## src/rtl/mult_operand_sequencer.sv

```systemverilog
// Operand feeder and result collector for the 8x8 Robertson's signed multiplier.
// An operand pair is accepted over a valid/ready handshake and held on the
// multiplier inputs. The multiplier reset is pulsed to start the multiplication.
// The sequencer then waits, with a timeout, for the done flag. The captured
// 16-bit product is presented downstream on a valid/ready handshake.
// Every output is driven straight from a register.
module mult_operand_sequencer #(
  // Cycles mult_reset stays high in LAUNCH after the operands load (1..15).
  parameter int unsigned RST_CYCLES = 1,
  // Cycles WAIT may last before the result is aborted with out_err (2..255).
  parameter int unsigned TIMEOUT    = 64
) (
  input  logic        clk,
  input  logic        reset,
  // Upstream operand handshake
  input  logic        in_valid,
  output logic        in_ready,
  input  logic [7:0]  in_multiplier,
  input  logic [7:0]  in_multiplicand,
  // Multiplier interface
  output logic        mult_reset,
  output logic [7:0]  mult_multiplier,
  output logic [7:0]  mult_multiplicand,
  input  logic [15:0] mult_product,
  input  logic        mult_done,
  // Downstream result handshake
  output logic        out_valid,
  input  logic        out_ready,
  output logic [15:0] out_product,
  output logic [7:0]  out_multiplier,
  output logic [7:0]  out_multiplicand,
  output logic        out_err,
  output logic [7:0]  op_count
);

  typedef enum logic [1:0] {
    ST_IDLE   = 2'd0,
    ST_LAUNCH = 2'd1,
    ST_WAIT   = 2'd2,
    ST_HOLD   = 2'd3
  } state_t;

  // Terminal values of the shared cycle counter in LAUNCH and WAIT.
  localparam logic [7:0] LAUNCH_LAST = 8'(RST_CYCLES - 1);
  localparam logic [7:0] WAIT_LAST   = 8'(TIMEOUT - 1);

  state_t      state_q,       state_d;
  logic [7:0]  cnt_q,         cnt_d;
  logic        in_ready_q,    in_ready_d;
  logic        mult_reset_q,  mult_reset_d;
  logic [7:0]  mult_a_q,      mult_a_d;
  logic [7:0]  mult_b_q,      mult_b_d;
  logic        out_valid_q,   out_valid_d;
  logic [15:0] out_product_q, out_product_d;
  logic [7:0]  out_a_q,       out_a_d;
  logic [7:0]  out_b_q,       out_b_d;
  logic        out_err_q,     out_err_d;
  logic [7:0]  op_count_q,    op_count_d;

  // Next-state and next-output logic of the sequencer FSM.
  always_comb begin
    state_d       = state_q;
    cnt_d         = cnt_q;
    in_ready_d    = in_ready_q;
    mult_reset_d  = mult_reset_q;
    mult_a_d      = mult_a_q;
    mult_b_d      = mult_b_q;
    out_valid_d   = out_valid_q;
    out_product_d = out_product_q;
    out_a_d       = out_a_q;
    out_b_d       = out_b_q;
    out_err_d     = out_err_q;
    op_count_d    = op_count_q;

    case (state_q)
      ST_IDLE: begin
        // The multiplier sits in reset. Both the drive copy and the echo copy
        // of the operands are loaded together, so they cannot disagree.
        if (in_valid && in_ready_q) begin
          mult_a_d   = in_multiplier;
          mult_b_d   = in_multiplicand;
          out_a_d    = in_multiplier;
          out_b_d    = in_multiplicand;
          in_ready_d = 1'b0;
          cnt_d      = 8'd0;
          state_d    = ST_LAUNCH;
        end
      end

      ST_LAUNCH: begin
        // Reset stays high for RST_CYCLES cycles so the multiplier restarts
        // cleanly on the new operands. Any done flag seen here is stale.
        if (cnt_q == LAUNCH_LAST) begin
          mult_reset_d = 1'b0;
          cnt_d        = 8'd0;
          state_d      = ST_WAIT;
        end else begin
          cnt_d = cnt_q + 8'd1;
        end
      end

      ST_WAIT: begin
        // mult_product is sampled only here, and only while done is high.
        // This keeps X values on the product bus away from out_product.
        // Done is tested first, so it wins over a timeout in the same cycle.
        cnt_d = cnt_q + 8'd1;
        if (mult_done) begin
          out_product_d = mult_product;
          out_err_d     = 1'b0;
          out_valid_d   = 1'b1;
          state_d       = ST_HOLD;
        end else if (cnt_q == WAIT_LAST) begin
          out_product_d = 16'h0000;
          out_err_d     = 1'b1;
          out_valid_d   = 1'b1;
          state_d       = ST_HOLD;
        end
      end

      ST_HOLD: begin
        // Results are frozen until downstream takes them. New operands are
        // accepted only from the following IDLE cycle.
        if (out_ready) begin
          op_count_d   = op_count_q + 8'd1;
          out_valid_d  = 1'b0;
          in_ready_d   = 1'b1;
          mult_reset_d = 1'b1;
          state_d      = ST_IDLE;
        end
      end

      default: begin
        state_d      = ST_IDLE;
        in_ready_d   = 1'b1;
        mult_reset_d = 1'b1;
        out_valid_d  = 1'b0;
      end
    endcase
  end

  // State register. Reset overrides every input and discards any result in flight.
  always_ff @(posedge clk) begin
    if (reset) begin
      state_q       <= ST_IDLE;
      cnt_q         <= 8'd0;
      in_ready_q    <= 1'b1;
      mult_reset_q  <= 1'b1;
      mult_a_q      <= 8'd0;
      mult_b_q      <= 8'd0;
      out_valid_q   <= 1'b0;
      out_product_q <= 16'h0000;
      out_a_q       <= 8'd0;
      out_b_q       <= 8'd0;
      out_err_q     <= 1'b0;
      op_count_q    <= 8'd0;
    end else begin
      state_q       <= state_d;
      cnt_q         <= cnt_d;
      in_ready_q    <= in_ready_d;
      mult_reset_q  <= mult_reset_d;
      mult_a_q      <= mult_a_d;
      mult_b_q      <= mult_b_d;
      out_valid_q   <= out_valid_d;
      out_product_q <= out_product_d;
      out_a_q       <= out_a_d;
      out_b_q       <= out_b_d;
      out_err_q     <= out_err_d;
      op_count_q    <= op_count_d;
    end
  end

  assign in_ready          = in_ready_q;
  assign mult_reset        = mult_reset_q;
  assign mult_multiplier   = mult_a_q;
  assign mult_multiplicand = mult_b_q;
  assign out_valid         = out_valid_q;
  assign out_product       = out_product_q;
  assign out_multiplier    = out_a_q;
  assign out_multiplicand  = out_b_q;
  assign out_err           = out_err_q;
  assign op_count          = op_count_q;

endmodule

```

## config.mk

```make
export PLATFORM = sky130hd
export DESIGN_NAME = mult_operand_sequencer
export DESIGN_NICKNAME = d
export VERILOG_FILES = /design/src/rtl/mult_operand_sequencer.sv
export SDC_FILE = /design/constraint.sdc
export NUM_CORES = 1
export LEC_CHECK = 0
export CAP_MARGIN = 10
export CORE_MARGIN = 2
export CORE_UTILIZATION = 25
export DETAILED_ROUTE_END_ITERATION = 6
export PLACE_DENSITY_LB_ADDON = 0.15
export SLEW_MARGIN = 0
export SYNTH_ARGS = -nofsm -noshare
export SYNTH_HDL_FRONTEND = slang
export SYNTH_SLANG_ARGS = --single-unit
```

## constraint.sdc

```tcl
create_clock -name clk -period 4.6 [get_ports clk]
set_clock_uncertainty 0.05 [all_clocks]
set_input_delay 0.92 -clock clk [delete_from_list [all_inputs] [get_ports clk]]
set_output_delay 0.92 -clock clk [all_outputs]
set_load 0.01 [all_outputs]
```

==> impl.org <==
** Drt
- For this run, design rule violations remaining after detail routing come to 0.
- The final route contains between 2000 and 2500 vias.
- The detail route stage leaves a number of antenna-violating nets equal to 0.
- Drt first pass iters :: 4
- Dividing the detail-routed wire length by the instance count gives approximately 12 um.
- The routed design has between 5000 and 6000 um of wire.
- The detailed router finished its first iteration with between 90 and 100 violations.
- Vias per cell :: between 4 and 5

** Synth
- Yosys top cell by area :: dfxtp_1
- Sequential cell area fraction in the yosys report :: 0.449
- Synth Area per Inst :: between 9 and 10 um^2
- Total nets after synthesis :: about 310
- Cell area after technology mapping :: about 0.0024 mm^2
- Of the post-synthesis cell area, the dominant cell type holds 0.449.
- Cells after synthesis :: around 270
- Ranking of synthesized cells by area :: dfxtp_1 (45%), nand2_1 (7.2%), a21oi_1 (5.8%)
- Counting distinct cell types in the post-synthesis netlist gives 41.
- In this run, synthesis inferred 0 flip-flops with an integrated enable.
- For this run, the number of Yosys warnings is 0.
- Top_reg_cell synth :: dfxtp_1
- Seq cells post-synth :: 54
- Fraction of synthesis flops using an asynchronous set or reset pin :: 0

** Floorplan
- Vertical die dimension :: around 100 um
- 97 I/O pins were placed.
- Standard cell core area :: between 0.009 and 0.01 mm^2
- Die span in x :: slightly above 100 um
- The floorplan has 35 rows.
- The die covers between 0.01 and 0.015 mm^2.
- Initial standard-cell utilization of the core :: 0.259

** Clock tree
- The clock passes through at most 2 buffers.
- Num Clock Sinks :: between 50 and 60
- Clock network latency to the later pin of the worst-skew pair :: slightly above 0.3 ns
- Clock-pin slew was measured on the worst setup and hold paths at 0.11 ns.
- In this run the post-CTS setup repair buffer count came out at 0.
- TritonCTS built the clock tree.
- The H-tree generated during clock tree synthesis spans 2 levels.
- Hold-fix buffers, CTS :: 0
- Post-CTS Resized :: 0
- In this run the clock root is driven by a clkbuf_8.
- Number of CTS-inserted buffers :: 5

** Place
- At the end of routability-driven placement, the weighted congestion stood at ~0.76.
- Summed over all nets, the half-perimeter wirelength after detailed placement is between 4000 and 5000 um.
- Port Buffer Count :: 96

** Power and ir drop
- VDD sags by at most about 0.17 mV.
- Overall power consumption :: 0.00138 W
- For this design the static power due to leakage is roughly 1.2 nW.
- Power spread over the standard cell area amounts to around 400 mW/mm^2.

** Critical path
- The cell family contributing the most delay on the critical path is simple AND/OR/NAND/NOR gates.
- Count of buffer and inverter cells on the critical path :: 2
- Sort of element at the start of the critical path :: input port
- The worst setup path is captured at a flop.
- Walking the worst path, the cells encountered are clkdlybuf4s50_1, buf_4, nor2_1, a22o_2.
- For this run, the slowest stage of the critical path takes roughly 0.83 ns.
- The worst register-to-register path begins at state_q[0].
- Depth of the most critical reg-to-reg path :: 5
- Data on the critical path arrives at its endpoint at ~2.7 ns.
- Along the worst path, the maximum fanout reaches 42.
- Worst R2R End :: out_product[14]
- CP required :: 4.82 ns
- By startpoint and endpoint, the worst setup path is classified as input port to flop.
- Among all stages on the critical path, the largest delay is contributed by nor2_1.
- Reg-to-reg setup timing slack :: between 2 and 3 ns

** STA
- At the pin with the least slew margin, the transition time is 1.01 ns.
- The final max-slew violation count came to 0.
- The number of endpoints with negative hold slack in the final report was 0.
- Setup violations, final :: 0
- Post-route minimum period :: 2.50 ns
- Setup repair after global routing missed its margin :: false
- Post-Route Setup TNS :: 0 ns
- Slew margin rel. :: 0.324
- Of the available clock period, the critical path in the final layout requires 0.543.
- Fmax :: roughly 0.40 GHz

** Final layout
- Once layout is complete, the utilization of the core stands at 0.373.
- Antenna Cells :: 0
- Area growth from synthesis to final layout :: 43.7%
- Count of nets after finishing :: 385
- Fraction of final layout cells sized beyond drive strength 1 :: 0.0819
- The library cell used most frequently in the layout, excluding fill and tap cells, is clkdlybuf4s50_1.
- Leading cell types in the layout, fill and taps excluded :: clkdlybuf4s50_1 (96), dfxtp_1 (54), nand2_1 (46)

** Status
- The flow ran to the end, and the final reports show no timing, DRC or antenna violations.

** Global route
- The number of antenna violations at the first check in global routing is 0.
- For this run, the total global-route usage over all layers was measured as 0.110.
- Entering global routing, the biggest net connects 43 pins.
- The first global-routing pass estimated a little over 9000 um of wire.
- Final global-route overflow total :: 0
- The via count of the first global-routing pass is 1979.

** Min path
- The worst hold path terminates at out_multiplier[5].
- Worst Hold Class :: flop to flop
- In this run the most critical hold path is launched from out_multiplier[5].
- Worst hold path cell count :: 2

** Job
- Number of max-cap violations :: 0
cells in the mapped netlist (2+ instances only):
library cell  instances
o32ai_1               2
a31oi_1               3
a22o_2                9
buf_6                 2
o21ai_0               4
nand4_1               2
nor2_1               13
xor2_1                2
o21bai_1              3
or3_1                 3
nand3_1              11
a21oi_2               2
ha_1                  7
a211oi_1              3
a21oi_1              28
nor4_1                2
buf_4                16
inv_1                 8
xnor2_1               5
nand2b_1              6
nor3_1                2
nand2_1              46
clkbuf_1              6
buf_2                 6
a22o_1                7
dfxtp_1              54
per-layer routing:
layer	track usage	share of wire	routed length, um
met4	0.0338	0.0083	48
met3	0.0315	0.058	336
met2	0.185	0.48	2800
met1	0.136	0.45	2610
met5	0	0	0
sequential cells by signal, summed over array words and instances, names as in the netlist:
name and count:
out_product 16, cnt_q 8, op_count 8, out_multiplicand 8
out_multiplier 8, state_q 2, in_ready 1, mult_reset 1
out_err 1, out_valid 1
how the worst max path moves through the flow:
stage,depth (start not counted),to,from
2_1_floorplan,5,op_count[7],out_ready
3_3_place_gp,4,out_product[9],reset
3_5_place_dp,4,out_product[7],reset
4_1_cts,4,out_product[14],reset
5_1_grt,4,out_product[11],reset
6_report,4,out_product[14],reset
logic make-up (layout without fill, tap and decap cells):
kind of cell	after synthesis	in the layout	synth area share
adders and majority gates	7	7	0.0364
xor gates and xnor gates	7	7	0.0255
muxes	1	1	0.00416
buffers and inverters	38	113	0.0936
AOI/OAI and AO/OA	69	69	0.211
DFF	54	54	0.449
and+or+nand+nor	91	91	0.180
stage by stage:
step           setup slack (ns)  hold WS, ns  area [um^2]  std cells
5_1_grt                    1.93        0.451         3460        471
3_5_place_dp               1.74        0.405         3340        463
3_3_place_gp               1.69        0.408         3340        463
2_1_floorplan              2.75        0.417         2410        267
4_1_cts                    2.07        0.432         3460        471
6_report                   2.10        0.427         3460        471
cell type report:
cell class / count / area (um^2)
clock buffer: 5 / 68.8
clock inverter: 3 / 48.8
fill: 977 / 5820
multi-input combinational: 175 / 1100
tap: 129 / 161
sequential: 54 / 1080
timing repair buffer: 97 / 968
inverter: 8 / 30.0
power by group:
group | switching (W) | internal (W)
clock network | 0.000167 | 0.000166
logic | 0.000243 | 0.000239
registers | 0.0000417 | 0.000526
total | 0.000451 | 0.000931
worst register-to-register path: cells and delay by family, from the launching register on:
kind / cells / cell delay, ns
adder cells (fa/ha/maj): 1 / 0.38
flip-flops: 1 / 0.34
buffers and inverters: 1 / 0.10
AO/OA/AOI/OAI: 1 / 0.29
AND/OR/NAND/NOR: 2 / 0.86
No activity file was read; power rests on OpenSTA's default activity.
